## src/rtl/ampel_pkg.sv

```systemverilog
// Shared definitions for the pedestrian controller and the vehicle light:
// colour encoding, pedestrian FSM states and the lamp/handshake output bundle.
package ampel_pkg;

    // Vehicle light colour encoding; only FARBE_ROT counts as "vehicle red".
    localparam logic [1:0] FARBE_GRUEN   = 2'b00;
    localparam logic [1:0] FARBE_GELB    = 2'b01;
    localparam logic [1:0] FARBE_ROT     = 2'b10;
    localparam logic [1:0] FARBE_ROTGELB = 2'b11;

    // Pedestrian-side FSM states.
    typedef enum logic [2:0] {
        FG_RUHE    = 3'd0,
        FG_WUNSCH  = 3'd1,
        FG_VORLAUF = 3'd2,
        FG_GRUEN   = 3'd3,
        FG_RAEUMEN = 3'd4,
        FG_FEHLER  = 3'd5
    } fg_zustand_t;

    // All registered outputs of the pedestrian controller in one bundle.
    typedef struct packed {
        logic rot_halten;
        logic wunsch_anzeige;
        logic fg_gruen;
        logic fg_rot;
        logic fehler;
    } fg_ausgaenge_t;

    // True only for a solid vehicle red; red-yellow is already "leaving red".
    function automatic logic ist_kfz_rot(input logic [1:0] farbe);
        return farbe == FARBE_ROT;
    endfunction

    // Lamp pattern for each state. Every branch sets exactly one of
    // fg_gruen / fg_rot, so the pedestrian lamps can never be both on or off.
    function automatic fg_ausgaenge_t ausgaenge_fuer(input fg_zustand_t zustand);
        fg_ausgaenge_t a;
        a = '{rot_halten: 1'b0, wunsch_anzeige: 1'b0, fg_gruen: 1'b0,
              fg_rot: 1'b1, fehler: 1'b0};
        case (zustand)
            FG_RUHE: begin
                a.fg_rot = 1'b1;
            end
            FG_WUNSCH: begin
                a.wunsch_anzeige = 1'b1;
            end
            FG_VORLAUF: begin
                a.rot_halten     = 1'b1;
                a.wunsch_anzeige = 1'b1;
            end
            FG_GRUEN: begin
                a.rot_halten = 1'b1;
                a.fg_gruen   = 1'b1;
                a.fg_rot     = 1'b0;
            end
            FG_RAEUMEN: begin
                a.rot_halten = 1'b1;
            end
            default: begin
                // Fault state: keep vehicles stopped and pedestrians on red.
                a.rot_halten = 1'b1;
                a.fehler     = 1'b1;
            end
        endcase
        return a;
    endfunction

    // Larger of two parameter values, used to size shared counters.
    function automatic int max2(input int a, input int b);
        return (a > b) ? a : b;
    endfunction

endpackage

```

## src/rtl/knopf_entpreller.sv

```systemverilog
// Push-button front end: two-flop synchroniser followed by a debouncer that
// emits a single-cycle pulse once a press has been stable long enough. The
// release must be equally stable before another press can be reported.
module knopf_entpreller #(
    parameter int ENTPRELL_ZYKLEN = 4
) (
    input  logic clk,
    input  logic rst_n,
    input  logic knopf,
    output logic druck
);

    // Counter only needs to reach ENTPRELL_ZYKLEN-1; keep at least one bit.
    localparam int ZW = (ENTPRELL_ZYKLEN > 1) ? $clog2(ENTPRELL_ZYKLEN) : 1;
    localparam logic [ZW-1:0] ZIEL = ZW'(ENTPRELL_ZYKLEN - 1);

    logic          sync1_q, sync1_d;
    logic          sync2_q, sync2_d;
    logic          pegel_q, pegel_d;      // accepted (debounced) level
    logic [ZW-1:0] zaehler_q, zaehler_d;  // consecutive cycles differing from pegel
    logic          druck_q, druck_d;

    // Count cycles in which the synchronised level disagrees with the accepted
    // level; any agreeing cycle (a glitch back) restarts the count.
    always_comb begin
        sync1_d   = knopf;
        sync2_d   = sync1_q;
        pegel_d   = pegel_q;
        zaehler_d = zaehler_q;
        druck_d   = 1'b0;
        if (sync2_q != pegel_q) begin
            if (zaehler_q == ZIEL) begin
                pegel_d   = sync2_q;
                zaehler_d = '0;
                druck_d   = sync2_q;   // only a newly accepted press pulses
            end else begin
                zaehler_d = zaehler_q + 1'b1;
            end
        end else begin
            zaehler_d = '0;
        end
    end

    // Synchroniser and debouncer state, cleared by synchronous reset.
    always_ff @(posedge clk) begin
        if (!rst_n) begin
            sync1_q   <= 1'b0;
            sync2_q   <= 1'b0;
            pegel_q   <= 1'b0;
            zaehler_q <= '0;
            druck_q   <= 1'b0;
        end else begin
            sync1_q   <= sync1_d;
            sync2_q   <= sync2_d;
            pegel_q   <= pegel_d;
            zaehler_q <= zaehler_d;
            druck_q   <= druck_d;
        end
    end

    assign druck = druck_q;

endmodule

```

## src/rtl/fussgaenger_ampel.sv

```systemverilog
// Pedestrian-side traffic light controller. Latches one debounced request,
// waits for vehicle red, holds the vehicle side on red while running the
// lead-in, pedestrian green and clearance phases, and traps into a sticky
// fault state if the vehicle light leaves red while it is being held.
module fussgaenger_ampel
    import ampel_pkg::*;
#(
    parameter int ENTPRELL_ZYKLEN = 4,
    parameter int VORLAUF_ZYKLEN  = 2,
    parameter int GRUEN_ZYKLEN    = 8,
    parameter int RAEUM_ZYKLEN    = 3
) (
    input  logic       clk,
    input  logic       rst_n,
    input  logic       knopf,
    input  logic [1:0] ampelfarbe_kfz,
    output logic       rot_halten,
    output logic       wunsch_anzeige,
    output logic       fg_gruen,
    output logic       fg_rot,
    output logic       fehler
);

    // Phase counter sized for the largest timing parameter (at least 1 bit).
    localparam int MAX_ZYKLEN = max2(max2(ENTPRELL_ZYKLEN, VORLAUF_ZYKLEN),
                                     max2(GRUEN_ZYKLEN, RAEUM_ZYKLEN));
    localparam int PW = (MAX_ZYKLEN > 1) ? $clog2(MAX_ZYKLEN) : 1;

    // Each phase loads N-1 on entry and leaves when the counter reads 0,
    // giving exactly N cycles in the phase.
    localparam logic [PW-1:0] LADE_VORLAUF = PW'(VORLAUF_ZYKLEN - 1);
    localparam logic [PW-1:0] LADE_GRUEN   = PW'(GRUEN_ZYKLEN - 1);
    localparam logic [PW-1:0] LADE_RAEUM   = PW'(RAEUM_ZYKLEN - 1);

    logic          druck;
    logic          kfz_rot;
    fg_zustand_t   zustand_q, zustand_d;
    logic [PW-1:0] phase_q, phase_d;
    fg_ausgaenge_t ausg_q, ausg_d;

    knopf_entpreller #(
        .ENTPRELL_ZYKLEN(ENTPRELL_ZYKLEN)
    ) u_entpreller (
        .clk   (clk),
        .rst_n (rst_n),
        .knopf (knopf),
        .druck (druck)
    );

    assign kfz_rot = ist_kfz_rot(ampelfarbe_kfz);

    // State register, phase counter and registered outputs.
    always_ff @(posedge clk) begin
        if (!rst_n) begin
            zustand_q <= FG_RUHE;
            phase_q   <= '0;
            ausg_q    <= ausgaenge_fuer(FG_RUHE);
        end else begin
            zustand_q <= zustand_d;
            phase_q   <= phase_d;
            ausg_q    <= ausg_d;
        end
    end

    // Next state and phase counter; the red-hold check outranks phase ends.
    always_comb begin
        zustand_d = zustand_q;
        phase_d   = phase_q;
        case (zustand_q)
            FG_RUHE: begin
                if (druck) begin
                    zustand_d = FG_WUNSCH;
                end
            end
            FG_WUNSCH: begin
                // Extra presses are simply ignored here: one request is latched.
                if (kfz_rot) begin
                    zustand_d = FG_VORLAUF;
                    phase_d   = LADE_VORLAUF;
                end
            end
            FG_VORLAUF: begin
                if (!kfz_rot) begin
                    zustand_d = FG_FEHLER;
                end else if (phase_q == '0) begin
                    zustand_d = FG_GRUEN;
                    phase_d   = LADE_GRUEN;
                end else begin
                    phase_d = phase_q - 1'b1;
                end
            end
            FG_GRUEN: begin
                if (!kfz_rot) begin
                    zustand_d = FG_FEHLER;
                end else if (phase_q == '0) begin
                    zustand_d = FG_RAEUMEN;
                    phase_d   = LADE_RAEUM;
                end else begin
                    phase_d = phase_q - 1'b1;
                end
            end
            FG_RAEUMEN: begin
                if (!kfz_rot) begin
                    zustand_d = FG_FEHLER;
                end else if (phase_q == '0) begin
                    zustand_d = FG_RUHE;
                    phase_d   = '0;
                end else begin
                    phase_d = phase_q - 1'b1;
                end
            end
            default: begin
                // Fault is sticky; an unknown encoding is treated as a fault too.
                zustand_d = FG_FEHLER;
                phase_d   = '0;
            end
        endcase
    end

    // Output decode from the next state so lamps register together with it.
    always_comb begin
        ausg_d = ausgaenge_fuer(zustand_d);
    end

    assign rot_halten     = ausg_q.rot_halten;
    assign wunsch_anzeige = ausg_q.wunsch_anzeige;
    assign fg_gruen       = ausg_q.fg_gruen;
    assign fg_rot         = ausg_q.fg_rot;
    assign fehler         = ausg_q.fehler;

endmodule
```

## config.mk

```make
export PLATFORM = sky130hd
export DESIGN_NAME = fussgaenger_ampel
export DESIGN_NICKNAME = d
export VERILOG_FILES = /design/src/rtl/ampel_pkg.sv /design/src/rtl/knopf_entpreller.sv /design/src/rtl/fussgaenger_ampel.sv
export SDC_FILE = /design/constraint.sdc
export NUM_CORES = 1
export LEC_CHECK = 0
export BUFFER_PORTS_ARGS = -buffer_cell sky130_fd_sc_hd__clkbuf_2
export CORE_MARGIN = 5
export CORE_UTILIZATION = 49
export DETAILED_ROUTE_END_ITERATION = 6
export PLACE_DENSITY = 0.72
export SLEW_MARGIN = 20
export SYNTH_ARGS = -nofsm -noshare
export SYNTH_HDL_FRONTEND = slang
export SYNTH_SLANG_ARGS = --single-unit
```

## constraint.sdc

```tcl
create_clock -name clk -period 1.7 [get_ports clk]
set_input_delay 0.34 -clock clk [delete_from_list [all_inputs] [get_ports clk]]
set_output_delay 0.34 -clock clk [all_outputs]
set_load 0.05 [all_outputs]
```

* After elaboration in Yosys (flattened, before gate mapping)
Index checks and enable logic that the tools add are counted.
** Operators by class
- Reduce and logical (&&, ||, !) cells :: 10
- Bitwise operators :: 3
- Multiplexer cells :: 22
- Equality and inequality tests :: 15
- $add $sub $neg :: 2
** Operator list (count)
- $mux W3 :: 15
- $pmux W3 S5 :: 2
- $eq A3 B2 Y1 const B :: 4
- $logic_not A3 Y1 :: 3
- $ne A2 B2 Y1 const B :: 4
- $eq A3 B1 Y1 const B :: 2
- $eq A3 B3 Y1 const B :: 2
- $mux W1 :: 5
- $reduce_and A5 Y1 :: 1
- $reduce_or A5 Y1 :: 1
- $eq A2 B2 Y1 const B :: 2
- $reduce_or A2 Y1 :: 2
- $not A1 Y1 :: 3
- $reduce_and A3 Y1 :: 1
- $reduce_or A3 Y1 :: 1
- $sub A3 B1 Y3 const B :: 1
- $add A2 B1 Y2 const B :: 1
- $reduce_and A2 Y1 :: 1
- $ne A1 B1 Y1 :: 1
** Storage, ports and cells
- Register bits :: 17
- Output and inout bits :: 5
- Bits of input ports :: 5
- Logic and storage cells :: 64

* Depth between registers and ports, before layout
- Word-level depth :: 7
- Gate-level depth with buffers :: 6
- Depth with buffers taken out :: 5

* Cells and area by module
From an unflattened synthesis, not the netlist that was laid out.
** Second synthesis, totals
- Cell total of the unflattened synthesis :: 86
- Area, all modules :: 810.8 um^2
** By module, submodules not included
- fussgaenger_ampel :: cells each 71, times used 1, area an instance 608.1 um^2
- knopf_entpreller :: cells each 15, times used 1, area an instance 202.7 um^2

* Least setup slack after synthesis
Ideal clock, no wire load.
- Path type :: register -> register
- From :: register phase_q[0]
- To :: register ausg_q (netlist bit wunsch_anzeige)
- Required time :: 1.579 ns
- Path buffers :: 1
- Cell stages (with the launch flop) :: 7
- Period minus slack after synthesis :: 1.666 ns
- Arrival time :: 1.545 ns
- Setup time :: 0.121 ns
- Path slack :: 0.034 ns
- Cells stage by stage :: dfxtp_1 > buf_6 > or3_1 > and3_1 > o21ai_2 > and2_2 > mux2_4
** On the way
- Longest elaborated chain between the ends :: 7
- Elaborated cells between the ends (all ways) :: 12
** Ends and longest elaborated chain
- start, declared :: line fussgaenger_ampel.sv:38 : logic [PW-1:0] phase_q, phase_d;
- start signal, assigned :: line fussgaenger_ampel.sv:60 : phase_q <= phase_d;
- $logic_not A3 Y1 (*) :: line fussgaenger_ampel.sv:85, fussgaenger_ampel.sv:95, fussgaenger_ampel.sv:105
- $mux W3, on equally long branches :: line fussgaenger_ampel.sv:105, fussgaenger_ampel.sv:85, fussgaenger_ampel.sv:95
- $mux W3, on equally long branches :: line fussgaenger_ampel.sv:103, fussgaenger_ampel.sv:83, fussgaenger_ampel.sv:93
- $pmux W3 S5 (*) :: line fussgaenger_ampel.sv:69 : case (zustand_q)
- $eq A3 B2 Y1 or $eq A3 B1 Y1 (tied branches) :: line ampel_pkg.sv:41 : case (zustand)
- $reduce_or A2 Y1 (no source line) (*)
- $mux W1 (*) :: line ampel_pkg.sv:41
- end signal, assigned :: line fussgaenger_ampel.sv:57 : ausg_q <= ausgaenge_fuer(FG_RUHE);
- end signal, assigned :: line fussgaenger_ampel.sv:61 : ausg_q <= ausg_d;
- end, declared :: line fussgaenger_ampel.sv:39 : fg_ausgaenge_t ausg_q, ausg_d;
Mark *: on every way between the ends. The rest lies on a longest branch, timed or not.
A chain may end at the register's enable or synchronous reset.

* Worst setup path in the final report
Same ends and word-level chain as after synthesis.

==> out/metrics.csv <==
stage,metric,value,unit
route,post-route ant nets,0,
floorplan,area of the core,0.00154,mm^2
route,via count,710,
worst_setup_path,Critical-path top delay cell,or3_1,
logic_synthesis,Netlist cell types,43,
clocking,hold_buf cts,0,
sta,setup_tns,0,ps
route,DR DRC count,0,
worst_setup_path,Worst R2R Path Depth,5,
cells_and_area,fraction of layout cells with a size suffix above 1,41.3,%
grt,global-route wire length before repair,2.92,mm
run,max cap viols,0,
clocking,clock-pin slew on the worst setup and hold paths,90,ps
pwr,leakage,0.435,nW
placed_design,routability cong.,0.762,
hold_path,hold path depth,2,
worst_setup_path,CP arrival,1890,ps
clocking,Max H-tree Level,1,
floorplan,Die W,50.7,um
sta,Slew Limit Fails,0,
clocking,CTS sink cnt,17,
worst_setup_path,CP Class,register to register,
placed_design,I/O Buffers,9,
logic_synthesis,Mapped Cells,82,
clocking,CTS Buf Count,3,
logic_synthesis,Synth Area in Simple Gates,30.4,%
worst_setup_path,critical path depth in cells,5,
route,drt total wl,1.83,mm
floorplan,Die H,50.7,um
logic_synthesis,Post-synth EDFFs,0,
clocking,Clock Path Buffers,2,
floorplan,I/O pin total,10,
cells_and_area,# fillers,121,
cells_and_area,n_diodes,0,
route,first-pass detailed-route iteration total,4,
cells_and_area,Final nets,116,
clocking,Root Driver,clkbuf_4,
sta,fin crit period,1700,ps
worst_setup_path,CP required,1890,ps
grt,GRT Overall Usage,14.6,%
route,First DRT Iteration DRCs,11,
floorplan,die area,0.00257,mm^2
logic_synthesis,Avg Inst Size Synth,9.90,um^2
hold_path,class of the worst hold path,input pin to register,
worst_setup_path,"Buf+Inv Stages, Crit Path",0,
logic_synthesis,#FFs+latches synth,17,
worst_setup_path,kind of start point of the critical path,register,
sta,Worst Slack Setup Final,3.65,ps
sta,f_max,0.590,GHz
logic_synthesis,xor-xnor portion of the synthesized cell area,1.08,%
logic_synthesis,Synth Area in Adders,1.54,%
pwr,worst vdd ir,401,uV
floorplan,starting density of the core,52.7,%
grt,antenna violations before repair,0,
run_status,status,"complete, no violations",
cells_and_area,area grow syn2layout,27.1,%
sta,Setup Skew,1.11,ps
logic_synthesis,Mapped Nets,88,
worst_setup_path,CP peak stage delay,390,ps
worst_setup_path,kind of cell adding the most delay to the critical path,simple AND/OR/NAND/NOR gates,
clocking,"Clk Latency, worst-skew pair",300,ps
logic_synthesis,synthesis warning total,0,
logic_synthesis,Syn Std Cell Area,812,um^2
sta,final worst path period share,99.8,%
grt,vias in the first global route,704,
grt,GR Overflow Total,0,
sta,Slew @ Worst Pin,400,ps
placed_design,pre-CTS setup slack,9.96,ps
placed_design,Detailed Place HPWL,1.30,mm
worst_setup_path,crit-path cells,or3_1 > and3_4 > o21ai_4 > and2_4 > mux2_4,
logic_synthesis,mux cell area share after synthesis,3.08,%
logic_synthesis,largest family of logic cells by synthesized area,simple AND/OR/NAND/NOR gates,
route,drt wl/cell,14.6,um
floorplan,number of cell rows,14,
logic_synthesis,Async SR Flop Fraction,0,%
sta,Final Hold Viols,0,
logic_synthesis,Synth Area in Compound Gates,17.6,%
worst_setup_path,CP endpoint kind,register,
route,post-DR vias/cell,5.68,
logic_synthesis,sequential area share after synthesis,41.9,%
sta,worst-case hold slack,249,ps
grt,largest net degree at the start of global routing,15,
worst_setup_path,Max Fanout on Critical Path,4,
sta,Slew HR,73.3,%
logic_synthesis,dominant synthesized flop cell,dfxtp_1,
pwr,PD cells,624,mW/mm^2
clocking,CTS tree,yes,
sta,final setup fails,0,
-- Yosys cell counts, types with 2 or more instances --
library cell | n | area share, %
o22ai_1 | 2 | 1.5
o21ai_0 | 2 | 1.2
nor2b_1 | 3 | 2.3
buf_2 | 2 | 1.2
nand2b_1 | 2 | 1.5
nor2_1 | 3 | 1.4
and3_1 | 2 | 1.5
nand2_1 | 6 | 2.8
dfxtp_1 | 17 | 42
a21oi_1 | 3 | 1.8
nor3_1 | 2 | 1.2
o21a_1 | 2 | 1.8
and2_1 | 3 | 2.3
a22oi_1 | 2 | 1.8
inv_1 | 2 | 0.92
and2_2 | 2 | 1.8
-- per-stage QoR --
step	power (mW)	std cells	utilization [%]	cell area (um^2)
2_1_floorplan	0.427	82	-	812
3_3_place_gp	0.437	117	62.1	957
3_5_place_dp	0.437	117	62.1	957
4_1_cts	0.649	121	63.8	983
5_1_grt	0.672	125	67.0	1030
6_report	0.644	125	67.0	1030
-- routing by layer --
| metal | track usage (%) | part of all wire [%] | up-vias |
|---|---|---|---|
| met1 | 15.3 | 40 | 333 |
| li1 | - | - | 349 |
| met3 | 5.92 | 5.2 | 4 |
| met5 | 0 | 0 | - |
| met4 | 5.96 | 1.4 | 0 |
| met2 | 25.4 | 53 | 24 |
-- registers in the layout (all words and copies together), names as in the netlist --
name	cells
phase_q	3
u_entpreller.pegel_q	1
u_entpreller.sync2_q	1
wunsch_anzeige	1
fehler	1
u_entpreller.zaehler_q	2
u_entpreller.druck	1
fg_rot	1
u_entpreller.sync1_q	1
fg_gruen	1
zustand_q	3
rot_halten	1
-- final timing paths --
check	startpoint	to	slack, ps
worst max register to register	phase_q[0]	wunsch_anzeige	4
worst min register to register	u_entpreller.zaehler_q[0]	u_entpreller.zaehler_q[0]	440
worst min-delay path	knopf	u_entpreller.sync1_q	250
worst max-delay path	phase_q[0]	wunsch_anzeige	4
-- power by group --
group	total, mW	switching, mW	internal, mW
clock network	0.216	0.125	0.0916
registers	0.401	0.00150	0.399
logic	0.0267	0.0141	0.0126
total	0.644	0.141	0.503
-- kinds of logic after synthesis --
logic type	count (synthesis)
buf+inv	7
flops	17
compound gates	18
xor+xnor	1
fa+ha+maj	1
simple gates	36
mux	2
-- cells in the final DEF (no fill, tap or decap), types with 3 or more instances in the layout --
cell and count:
nand2_1 6, nor2_1 3, nor2b_1 3, a21oi_1 3, clkbuf_4 3, clkbuf_2 9
dfxtp_1 15, and2_1 3, buf_4 18
-- layout make-up --
| cell class | count | area (um^2) | area share [%] |
|---|---|---|---|
| inverters | 3 | 11.3 | 1.09 |
| multi-input cells | 58 | 449 | 43.5 |
| clock buffers | 4 | 26.3 | 2.55 |
| repair buffers | 27 | 180 | 17.5 |
| flip-flops and latches | 17 | 345 | 33.5 |
| well taps | 16 | 20.0 | 1.94 |
-- repair_timing --
| item | in CTS | in global routing |
|---|---|---|
| resized for setup | 0 | 6 |
| endpoints found under the setup margin | 0 | 2 |
| buffers inserted | 0 | 4 |
Power figures use the tool's default switching activity.
